$ cat config.mk
export PLATFORM = sky130hd
export DESIGN_NAME = uart_tx_scheduler
export DESIGN_NICKNAME = d
export VERILOG_FILES = /design/src/rtl/uart_sched_pkg.sv /design/src/rtl/uart_rr_arbiter.sv /design/src/rtl/uart_tx_scheduler.sv
export SDC_FILE = /design/constraint.sdc
export NUM_CORES = 1
export LEC_CHECK = 0
export CAP_MARGIN = 30
export CORE_UTILIZATION = 55
export CTS_BUF_LIST = sky130_fd_sc_hd__clkbuf_4
export CTS_CLUSTER_SIZE = 14
export DETAILED_ROUTE_END_ITERATION = 7
export PLACE_DENSITY_LB_ADDON = 0.3
export SLEW_MARGIN = 20
export SYNTH_ARGS = -nofsm -noshare
export SYNTH_HDL_FRONTEND = slang
export SYNTH_SLANG_ARGS = --single-unit
export TNS_END_PERCENT = 20
$ cat constraint.sdc
create_clock -name clk -period 4.19 [get_ports clk]
set_input_delay 0.838 -clock clk [delete_from_list [all_inputs] [get_ports clk]]
set_output_delay 0.838 -clock clk [all_outputs]
set_load 0.1 [all_outputs]
$ cat src/rtl/uart_sched_pkg.sv
// Shared types and sizing helpers for the UART TX scheduler slice.
package uart_sched_pkg;

  typedef enum logic [2:0] {IDLE, START, DATA, PARITY, STOP} uart_tx_state_e;

  function automatic int baud_cnt_w(input int cpb);
    return $clog2(cpb);
  endfunction

  function automatic int bit_cnt_w(input int dw);
    return $clog2(dw + 1);
  endfunction

  function automatic int frame_len(input int cpb, input int dw, input int par, input int stop);
    return cpb * (1 + dw + par + stop);
  endfunction

endpackage

$ cat src/rtl/uart_rr_arbiter.sv
// Round-robin arbiter: search starts one past ptr and wraps; one-hot grant plus its index.
module uart_rr_arbiter #(
  parameter int NUM_REQ = 4
) (
  input  logic [NUM_REQ-1:0]         req,
  input  logic [$clog2(NUM_REQ)-1:0] ptr,
  input  logic                       en,
  output logic [NUM_REQ-1:0]         gnt,
  output logic [$clog2(NUM_REQ)-1:0] idx
);
  localparam int IW = $clog2(NUM_REQ);

  logic [IW-1:0] cand;
  logic          found;

  always_comb begin
    cand  = '0;
    found = 1'b0;
    idx   = '0;
    for (int k = 1; k <= NUM_REQ; k++) begin
      cand = IW'((int'(ptr) + k) % NUM_REQ);
      if (!found && req[cand]) begin
        found = 1'b1;
        idx   = cand;
      end
    end
    gnt = (en && found) ? (NUM_REQ'(1) << idx) : '0;
  end

endmodule

$ cat src/rtl/uart_tx_scheduler.sv
// Shares one UART TX line among NUM_REQ requesters: RR grant, byte capture, framed serialisation.
module uart_tx_scheduler
  import uart_sched_pkg::*;
#(
  parameter int NUM_REQ      = 4,
  parameter int DATA_WIDTH   = 8,
  parameter int CLKS_PER_BIT = 16,
  parameter int PARITY_EN    = 1,
  parameter int PARITY_ODD   = 0,
  parameter int STOP_BITS    = 1
) (
  input  logic                            clk,
  input  logic                            rst,
  input  logic [NUM_REQ-1:0]              req_valid,
  input  logic [NUM_REQ*DATA_WIDTH-1:0]   req_data,
  output logic [NUM_REQ-1:0]              req_ready,
  output logic                            tx,
  output logic                            busy,
  output logic [$clog2(NUM_REQ)-1:0]      grant_id,
  output logic                            frame_done
);
  localparam int IW = $clog2(NUM_REQ);
  localparam int BW = baud_cnt_w(CLKS_PER_BIT);
  localparam int CW = bit_cnt_w(DATA_WIDTH);
  localparam logic [BW-1:0] BAUD_LAST = BW'(CLKS_PER_BIT - 1);
  localparam logic [BW-1:0] BAUD_PRE  = BW'(CLKS_PER_BIT - 2);
  localparam logic [CW-1:0] DATA_LAST = CW'(DATA_WIDTH - 1);
  localparam logic [CW-1:0] STOP_LAST = CW'(STOP_BITS - 1);

  uart_tx_state_e                      state;
  logic [BW-1:0]                       baud_cnt;
  logic [CW-1:0]                       bit_cnt;
  logic [DATA_WIDTH-1:0]               shreg;
  logic                                par_bit;
  logic [IW-1:0]                       rr_ptr;
  logic [IW-1:0]                       win_idx;
  logic [NUM_REQ-1:0]                  gnt;
  logic [NUM_REQ-1:0][DATA_WIDTH-1:0]  req_vec;
  logic [DATA_WIDTH-1:0]               win_data;
  logic                                baud_tc;

  assign req_vec   = req_data;
  assign win_data  = req_vec[win_idx];
  assign baud_tc   = (baud_cnt == BAUD_LAST);
  assign req_ready = gnt;

  // Gated by rst so no handshake can be offered while reset is held.
  uart_rr_arbiter #(.NUM_REQ(NUM_REQ)) u_arb (
    .req (req_valid),
    .ptr (rr_ptr),
    .en  ((state == IDLE) && !rst),
    .gnt (gnt),
    .idx (win_idx)
  );

  always_ff @(posedge clk) begin
    if (rst) begin
      state      <= IDLE;
      baud_cnt   <= '0;
      bit_cnt    <= '0;
      shreg      <= '0;
      par_bit    <= 1'b0;
      tx         <= 1'b1;
      busy       <= 1'b0;
      frame_done <= 1'b0;
      grant_id   <= '0;
      rr_ptr     <= IW'(NUM_REQ - 1);  // requester 0 searched first
    end else begin
      frame_done <= 1'b0;
      baud_cnt   <= (state == IDLE || baud_tc) ? '0 : baud_cnt + 1'b1;
      case (state)
        IDLE: if (|gnt) begin
          state    <= START;
          tx       <= 1'b0;
          busy     <= 1'b1;
          shreg    <= win_data;
          par_bit  <= (^win_data) ^ (PARITY_ODD != 0);
          grant_id <= win_idx;
          rr_ptr   <= win_idx;
        end
        START: if (baud_tc) begin
          state <= DATA;
          tx    <= shreg[0];
        end
        DATA: if (baud_tc) begin
          if (bit_cnt == DATA_LAST) begin
            bit_cnt <= '0;
            if (PARITY_EN != 0) begin
              state <= PARITY;
              tx    <= par_bit;
            end else begin
              state <= STOP;
              tx    <= 1'b1;
            end
          end else begin
            bit_cnt <= bit_cnt + 1'b1;
            shreg   <= shreg >> 1;
            tx      <= shreg[1];
          end
        end
        PARITY: if (baud_tc) begin
          state <= STOP;
          tx    <= 1'b1;
        end
        STOP: begin
          // Registered pulse lands in the final cycle of the last stop bit.
          if (bit_cnt == STOP_LAST && baud_cnt == BAUD_PRE) frame_done <= 1'b1;
          if (baud_tc) begin
            if (bit_cnt == STOP_LAST) begin
              state   <= IDLE;
              busy    <= 1'b0;
              bit_cnt <= '0;
            end else begin
              bit_cnt <= bit_cnt + 1'b1;
            end
          end
        end
        default: state <= IDLE;
      endcase
    end
  end

endmodule

==> summary.md, run 1 <==
| Metric | Value |
|---|---|
| Die Ht | `61.44 µm` |
| Routed WL | `4656 µm` |
| Nets | `331` |
| Final Hold Fails | `0` |
| Worst hold path class | `reg2reg` |
| CP required | `3.35 ns` |
| Peak VDD IR | `0.0001519 V` |
| Post-route setup slack | `0.6213 ns` |
| Gpl congestion | `0.8208` |
| CTS Hold Bufs | `0` |
| Grt total ovfl | `0` |
| Sequential share of the synthesized area | `27.82%` |
| Tmin final | `3.569 ns` |
| Max-slew violations | `0` |
| Final Skew | `0.01265 ns` |
| TritonCTS buffer count | `3` |
| Die Wd | `61.44 µm` |
| # diodes | `0` |
| Critical path buffer and inverter count | `2` |
| Post-synth top area share | `27.82%` |
| Sink Count | `27` |
| CTS tree | `done` |
| Setup violations, final | `0` |
| # resized after CTS | `0` |
| Finished Layout Cells | `334` |
| Clock Tree Buf Depth | `2` |
| Slew at the pin closest to its max-slew limit | `0.9631 ns` |
| Critical path endpoint category | `output port` |
| Tcrit/Tclk final | `85.17%` |
| Drt initial violations | `104` |
| Initial antenna violation count | `0` |
| Pwr per Cell Area | `301.1 mW/mm²` |
| Critical-path maximum fanout | `11` |
| Area growth from synthesis to layout | `29.49%` |
| Pre-CTS setup slack | `0.6489 ns` |
| Slew margin rel. | `35.59%` |
| Largest net degree at the start of global routing | `31` |
| Antenna viol nets, final | `0` |
| Number of setup buffers added after CTS | `0` |
| Final Util | `74.81%` |
| # rows | `21` |
| DR pass1 iterations | `4` |
| Core ar. | `0.003363 mm²` |
| Routed vias | `1878` |
| Max incr delay on CP | `0.58 ns` |
| Leak | `0.9412 nW` |
| WP data arrival | `2.73 ns` |
| CP Cell Sequence | `clkdlybuf4s50_1 > nand2b_1 > and3_1 > o32ai_2 > and3_1 > buf_12` |
| Worst-Skew Late Latency | `0.34 ns` |
| Boundary Pins | `47` |
| Outcome | `finished, final reports clean` |
| H-tree levels | `1` |
| Yosys Warn Count | `0` |
| Min Hold Slack | `0.4915 ns` |
| Clock-pin slew on the worst setup and hold paths | `0.16 ns` |
| Placed Instances | `330` |
| Dominant cells by area after synthesis | `dfxtp_1 28%, xnor2_1 13%, nor2_1 8.7%` |
| Vias in the first global route | `1821` |
| Netlist Area Pre-Place | `0.001943 mm²` |
| All-Layer GR Usage | `26.58%` |
| Hpwl dp | `3722 µm` |
| Layout cell share with drive strength beyond 1 | `7.639%` |
| WL per Instance | `13.94 µm` |
| Post-Syn Nets | `289` |
| Vias per cell | `5.623` |
| Port Buffers | `46` |
| Avg Inst Size Synth | `7.867 µm²` |
| Delay-heaviest family, CP | `buffers and inverters` |
| Die area | `0.003775 mm²` |
| Most frequent CP cell | `and3_1` |
| Yosys cell types | `44` |
| Syn Inst Count | `247` |
| Setup repair after global routing missed its margin | `false` |
| Startpoint Class | `input port` |
| Achievable frequency | `280.2 MHz` |
| #FFs+latches synth | `27` |
| Drc violations | `0` |
| Critical path's slowest cell | `clkdlybuf4s50_1` |
| Setup Crit Path Kind | `in2out` |
| First-pass GRT wire length | `7507 µm` |
| Setup Total Neg Slack | `0 ns` |
| Starting Density | `57.78%` |
| Clk root buf | `clkbuf_4` |
| Max cap viols | `0` |
| Synth area leader | `dfxtp_1` |
| Filler cells | `273` |
==> state kept, by name, indices dropped and copies added (netlist names) <==
signal      count
grant_id        2
tx              1
rr_ptr          2
frame_done      1
baud_cnt        4
bit_cnt         4
state           3
busy            1
shreg           8
par_bit         1
==> path summary, 6_finish.rpt <==
| check | startpoint | endpoint | slack (ns) | cells past startpoint |
|---|---|---|---|---|
| setup / recovery | req_valid[3] | req_ready[3] | 0.62 | 6 |
| hold / removal | shreg[7]$_SDFFE_PP0P_ | shreg[7]$_SDFFE_PP0P_ | 0.49 | 2 |
| setup reg to reg | rr_ptr[0]$_SDFFE_PP1P_ | shreg[1]$_SDFFE_PP0P_ | 1.90 | 7 |
| hold reg to reg | shreg[7]$_SDFFE_PP0P_ | shreg[7]$_SDFFE_PP0P_ | 0.49 | 2 |
==> cell usage after synthesis (all sizes together) <==
| master | instances |
|---|---|
| clkbuf | 8 |
| nor2b | 2 |
| xnor2 | 28 |
| a41oi | 1 |
| ha | 4 |
| or4 | 1 |
| o211ai | 4 |
| a311o | 1 |
| o21bai | 1 |
| a21oi | 15 |
| buf | 6 |
| nand2 | 18 |
| nand4b | 1 |
| mux2i | 14 |
| or2 | 1 |
| nor3b | 3 |
| and3 | 5 |
| nand3b | 1 |
| dfxtp | 27 |
| nand3 | 5 |
| o41ai | 1 |
| nor4 | 3 |
| nor4bb | 1 |
| nor3 | 9 |
| nand2b | 2 |
| o21a | 1 |
| nor2 | 45 |
| a211oi | 2 |
| a211o | 2 |
| or3 | 3 |
| o21ai | 8 |
| a221oi | 6 |
| a311oi | 4 |
| xor2 | 4 |
| mux2 | 3 |
| o32ai | 1 |
| inv | 6 |
==> metrics by stage <==
stage | power (W) | instance area, µm²
after floorplan | 0.0005341 | 1956
after global placement | 0.0006337 | 2486
after detailed placement | 0.0006422 | 2486
after CTS | 0.0007573 | 2516
after global routing | 0.0007963 | 2516
final | 0.0007575 | 2516
==> final cells by class <==
class / count / area, µm² / area share [%]
flip-flops and latches: 27 / 540.5 / 21.48
clock buffers: 3 / 22.52 / 0.8951
repair buffers: 51 / 538.0 / 21.38
multi-input cells: 200 / 1328 / 52.76
clock inverters: 1 / 7.507 / 0.2984
inverters: 6 / 22.52 / 0.8951
well taps: 46 / 57.56 / 2.287
==> layout by cell type (no fill, tap or decap), types with 5 or more instances in the layout <==
master,Yosys,layout
inv_1,5,5
mux2i_1,14,14
o21ai_1,6,6
buf_4,2,5
xnor2_1,28,28
nor2_1,45,45
a21oi_1,15,15
a221oi_1,5,5
nor3_1,9,9
and3_1,5,5
nand2_1,18,18
clkdlybuf4s50_1,0,42
dfxtp_1,27,27
nand3_1,5,5
==> worst register-to-register path, stage by stage, from the launching register on <==
cell and delay, ns:
dfxtp_1 0.36, nand2b_1 0.19, and3_1 0.20, o32ai_2 0.45, buf_4 0.33, mux2_1 0.35, o211ai_1 0.20, a311oi_1 0.12
==> cells by family (layout without fill, tap and decap cells) <==
logic type / count (synthesis) / count (layout) / share of synthesized area, %
AO/OA/AOI/OAI: 47 / 47 / 17.64
flip-flops: 27 / 27 / 27.82
XOR/XNOR: 32 / 32 / 14.42
buffers and inverters: 20 / 61 / 4.507
AND/OR/NAND/NOR: 100 / 100 / 24.08
multiplexers: 17 / 17 / 8.950
adder cells (fa/ha/maj): 4 / 4 / 2.576
==> metal layers <==
| layer | wire (µm) | share of wire (%) | GRT usage, % | vias up |
|---|---|---|---|---|
| met5 | 0 | 0 | 0 | - |
| met4 | 80 | 1.7 | 8.254 | 0 |
| met3 | 204 | 4.4 | 4.622 | 8 |
| met2 | 2467 | 53 | 52.17 | 48 |
| met1 | 1904 | 41 | 28.63 | 868 |
| li1 | - | - | - | 954 |
==> power breakdown <==
| group | switching (W) | leakage, nW | total, W | internal, W |
|---|---|---|---|---|
| Clock | 0.0000830 | 0.0139 | 0.000120 | 0.0000367 |
| Combinational | 0.000190 | 0.705 | 0.000338 | 0.000148 |
| Sequential | 0.0000190 | 0.222 | 0.000299 | 0.000280 |
| Total | 0.000292 | 0.941 | 0.000758 | 0.000465 |
Note: power is estimated with default switching activity, not from simulation.
==> run 2: changes to the inputs <==
Settings changed: CORE_UTILIZATION 55 to 46, MAX_ROUTING_LAYER set to met4.
Clock period 4.19 ns to 2.89 ns, I/O delays scaled along.
==> run 2 against run 1 <==
  * Global-route usage down 3.3 points
  * Setup slack got worse by 0.52 ns
  * Die area grew 19%
  * Count of clock-buffer cells in the layout unchanged
  * Clock power grew 40%
  * Worst hold slack worse by 0.011 ns
  * Cell count rose by 5.1%
==> summary.md, run 2 (synthesis results as in run 1) <==
| Metric | Value |
|---|---|
| Int Pwr | `0.0007016 W (+51%)` |
| First-pass GRT wire length | `7707 µm (+2.7%)` |
| Initial antenna violation count | `0 (unchanged)` |
| Die Ht | `67.00 µm (+9.0%)` |
| Die area | `0.004488 mm² (+19%)` |
| Boundary Pins | `47 (unchanged)` |
| Min Hold Slack | `0.4802 ns (-0.01125 ns)` |
| Multi-input logic area | `0.001353 mm² (+1.9%)` |
| All-Layer GR Usage | `23.29% (-3.3 points)` |
| Critical path endpoint category | `output port` |
| Reg with most FFs | `shreg` |
| Vias per cell | `5.459 (-2.9%)` |
| Core ar. | `0.004029 mm² (+20%)` |
| Max cap viols | `0 (unchanged)` |
| Power Total | `0.001131 W (+49%)` |
| Number of setup buffers added after CTS | `0 (unchanged)` |
| Worst-Skew Late Latency | `0.34 ns (about the same)` |
| Pwr per Cell Area | `427.7 mW/mm² (+42%)` |
| Slew margin rel. | `65.94% (+30 points)` |
| Outcome | `finished, final reports clean` |
| CP required | `2.31 ns (-1.04 ns)` |
| Routed vias | `1916 (+2.0%)` |
| Antenna viol nets, final | `0 (unchanged)` |
| Most common cell after layout, fill and taps aside | `nor2_1` |
| Final Hold Fails | `0 (unchanged)` |
| Worst reg2reg path depth | `5 (-2)` |
| Max-slew violations | `0 (unchanged)` |
| Starting Density | `48.23% (-9.5 points)` |
| Sink Count | `27 (unchanged)` |
| H-tree levels | `1 (unchanged)` |
| Port Buffers | `46 (unchanged)` |
| Critical-path maximum fanout | `4 (-7)` |
| DR pass1 iterations | `4 (unchanged)` |
| # rows | `23 (+9.5%)` |
| Sequential Power Share | `38.4% (-1.1 points)` |
| Worst hold path class | `reg2reg` |
| Area growth from synthesis to layout | `36.06%` |
| Routed WL | `4690 µm (+0.73%)` |
| Tmin final | `2.788 ns` |
| Worst setup path end | `req_ready[2]` |
| Gate power share | `46.7% (+2.0 points)` |
| WL per Instance | `13.36 µm (-4.1%)` |
| CTS tree | `done` |
| Slew at the pin closest to its max-slew limit | `0.5087 ns (-0.4544 ns)` |
| Drt initial violations | `98 (-5.8%)` |
| Drc violations | `0 (unchanged)` |
| Vias in the first global route | `1780 (-2.3%)` |
| Clock Tree Buf Depth | `2 (unchanged)` |
| Setup violations, final | `0 (unchanged)` |
| Grt total ovfl | `0 (unchanged)` |
| Setup repair after global routing missed its margin | `false` |
| Setup Crit Path Kind | `in2out` |
| Startpoint Class | `input port` |
| Tcrit/Tclk final | `96.48%` |
| Filler cells | `361 (+32%)` |
| R2R setup slack | `0.83 ns (-1.07 ns)` |
| Sw Ratio | `37.95% (-0.61 points)` |
| Switching pwr | `0.0004292 W (+47%)` |
| WP data arrival | `2.21 ns (-0.52 ns)` |
| Setup Total Neg Slack | `0 ns (unchanged)` |
| Layout cell share with drive strength beyond 1 | `13.95% (+6.3 points)` |
| # diodes | `0 (unchanged)` |
| Reg-to-reg critical path startpoint | `state[1]$_SDFFE_PP0P_` |
| Commonest cells after routing, fill and taps aside | `45 x nor2_1, 36 x clkdlybuf4s50_1, 28 x xnor2_1` |
| Clock-pin slew on the worst setup and hold paths | `0.14 ns (-0.02 ns)` |
| Die Wd | `67.00 µm (+9.0%)` |
| Peak VDD IR | `0.0002322 V (+53%)` |
| Leak | `1.034 nW (+9.8%)` |
| Largest net degree at the start of global routing | `19 (-39%)` |
| Crit Reg-Reg Endpoint | `shreg[5]$_SDFFE_PP0P_` |
| Power share of the clock group | `14.8% (-1.0 points)` |
| Storage element area | `540.5 µm² (unchanged)` |
| Hpwl dp | `3816 µm (+2.5%)` |
| Gpl congestion | `0.9002 (+9.7%)` |
| Final Skew | `0.01312 ns (+0.0004700 ns)` |
| Largest regs | `shreg: 8 flops, baud_cnt: 4 flops, bit_cnt: 4 flops` |
| Nets | `344 (+3.9%)` |
| Largest register FFs | `8 (unchanged)` |
| Worst setup path startpoint | `req_valid[3]` |
| TritonCTS buffer count | `3 (unchanged)` |
| Achievable frequency | `358.7 MHz` |
| Clk root buf | `clkbuf_4` |
[run 2: cell types whose count changed in the layout (fill, tap and decap cells not counted), sizes merged]
| cell | previous run | this run |
|---|---|---|
| clkdlybuf4s50 | 42 | 36 |
| clkinv | 0 | 1 |
| clkinvlp | 1 | 0 |
| dlymetal6s2s | 0 | 1 |
| buf | 9 | 27 |
[run 2: power groups by stage]
stage / clock network [W] / registers (W) / logic (W)
after global routing: 0.000188 / 0.000441 / 0.000569
after floorplan: 0 / 0.000479 / 0.000306
final: 0.000168 / 0.000435 / 0.000528
after global placement: 0 / 0.000442 / 0.000522
after detailed placement: 0 / 0.000442 / 0.000528
after CTS: 0.000170 / 0.000434 / 0.000530
[run 2: how the worst min path moves through the flow]
stage,from,endpoint,depth (start not counted)
floorplan,baud_cnt[0]$_SDFF_PP0_,baud_cnt[0]$_SDFF_PP0_,1
global route,baud_cnt[0]$_SDFF_PP0_,baud_cnt[0]$_SDFF_PP0_,1
global placement,baud_cnt[0]$_SDFF_PP0_,baud_cnt[0]$_SDFF_PP0_,1
detailed placement,baud_cnt[0]$_SDFF_PP0_,baud_cnt[0]$_SDFF_PP0_,1
CTS,shreg[7]$_SDFFE_PP0P_,shreg[7]$_SDFFE_PP0P_,2
finish,baud_cnt[0]$_SDFF_PP0_,baud_cnt[0]$_SDFF_PP0_,1
[run 2: stage by stage]
stage	worst slack [ns]	cell area [µm²]	instances	util, %
2_1_floorplan	0.0006308	1981	247	-
3_3_place_gp	0.02201	2606	347	64.69
3_5_place_dp	0.02296	2606	347	64.69
4_1_cts	0.006181	2634	351	65.37
5_1_grt	0.0009484	2644	351	65.62
6_report	0.1019	2644	351	65.62
[run 2: what timing repair did]
item                                    in CTS  in global routing
endpoints found under the setup margin       0                  4
endpoints found under the hold margin        0                  0
hold buffers                                 0                  0
gates resized for setup                      0                  3
[run 2: final cells by class]
class	count	share of cell area, %
sequential	27	20.44
timing repair buffer	64	24.14
tap	50	2.366
clock inverter	1	0.1893
multi-input combinational	200	51.16
inverter	6	0.8519
clock buffer	3	0.8519
[run 2: layer usage]
metal | vias up | global-route usage [%] | wire length [µm]
li1 | 973 | - | -
met1 | 892 | 26.05 | 2065
met2 | 41 | 42.05 | 2341
met3 | 10 | 2.911 | 158
met4 | 0 | 8.245 | 125
met5 | - | - | 0
[run 2: critical path, cell delays in order]
cell and delay (ns):
clkdlybuf4s50_1 0.53, nand2b_1 0.09, buf_4 0.14, a311o_1 0.42, nor4_4 0.23, buf_12 0.22
==> run 3: changes to the inputs <==
Settings changed: ABC_CLOCK_PERIOD_IN_PS set to 2890.
==> results of run 3 <==
No change in the layout: final DEF, timing and power equal those of run 2.
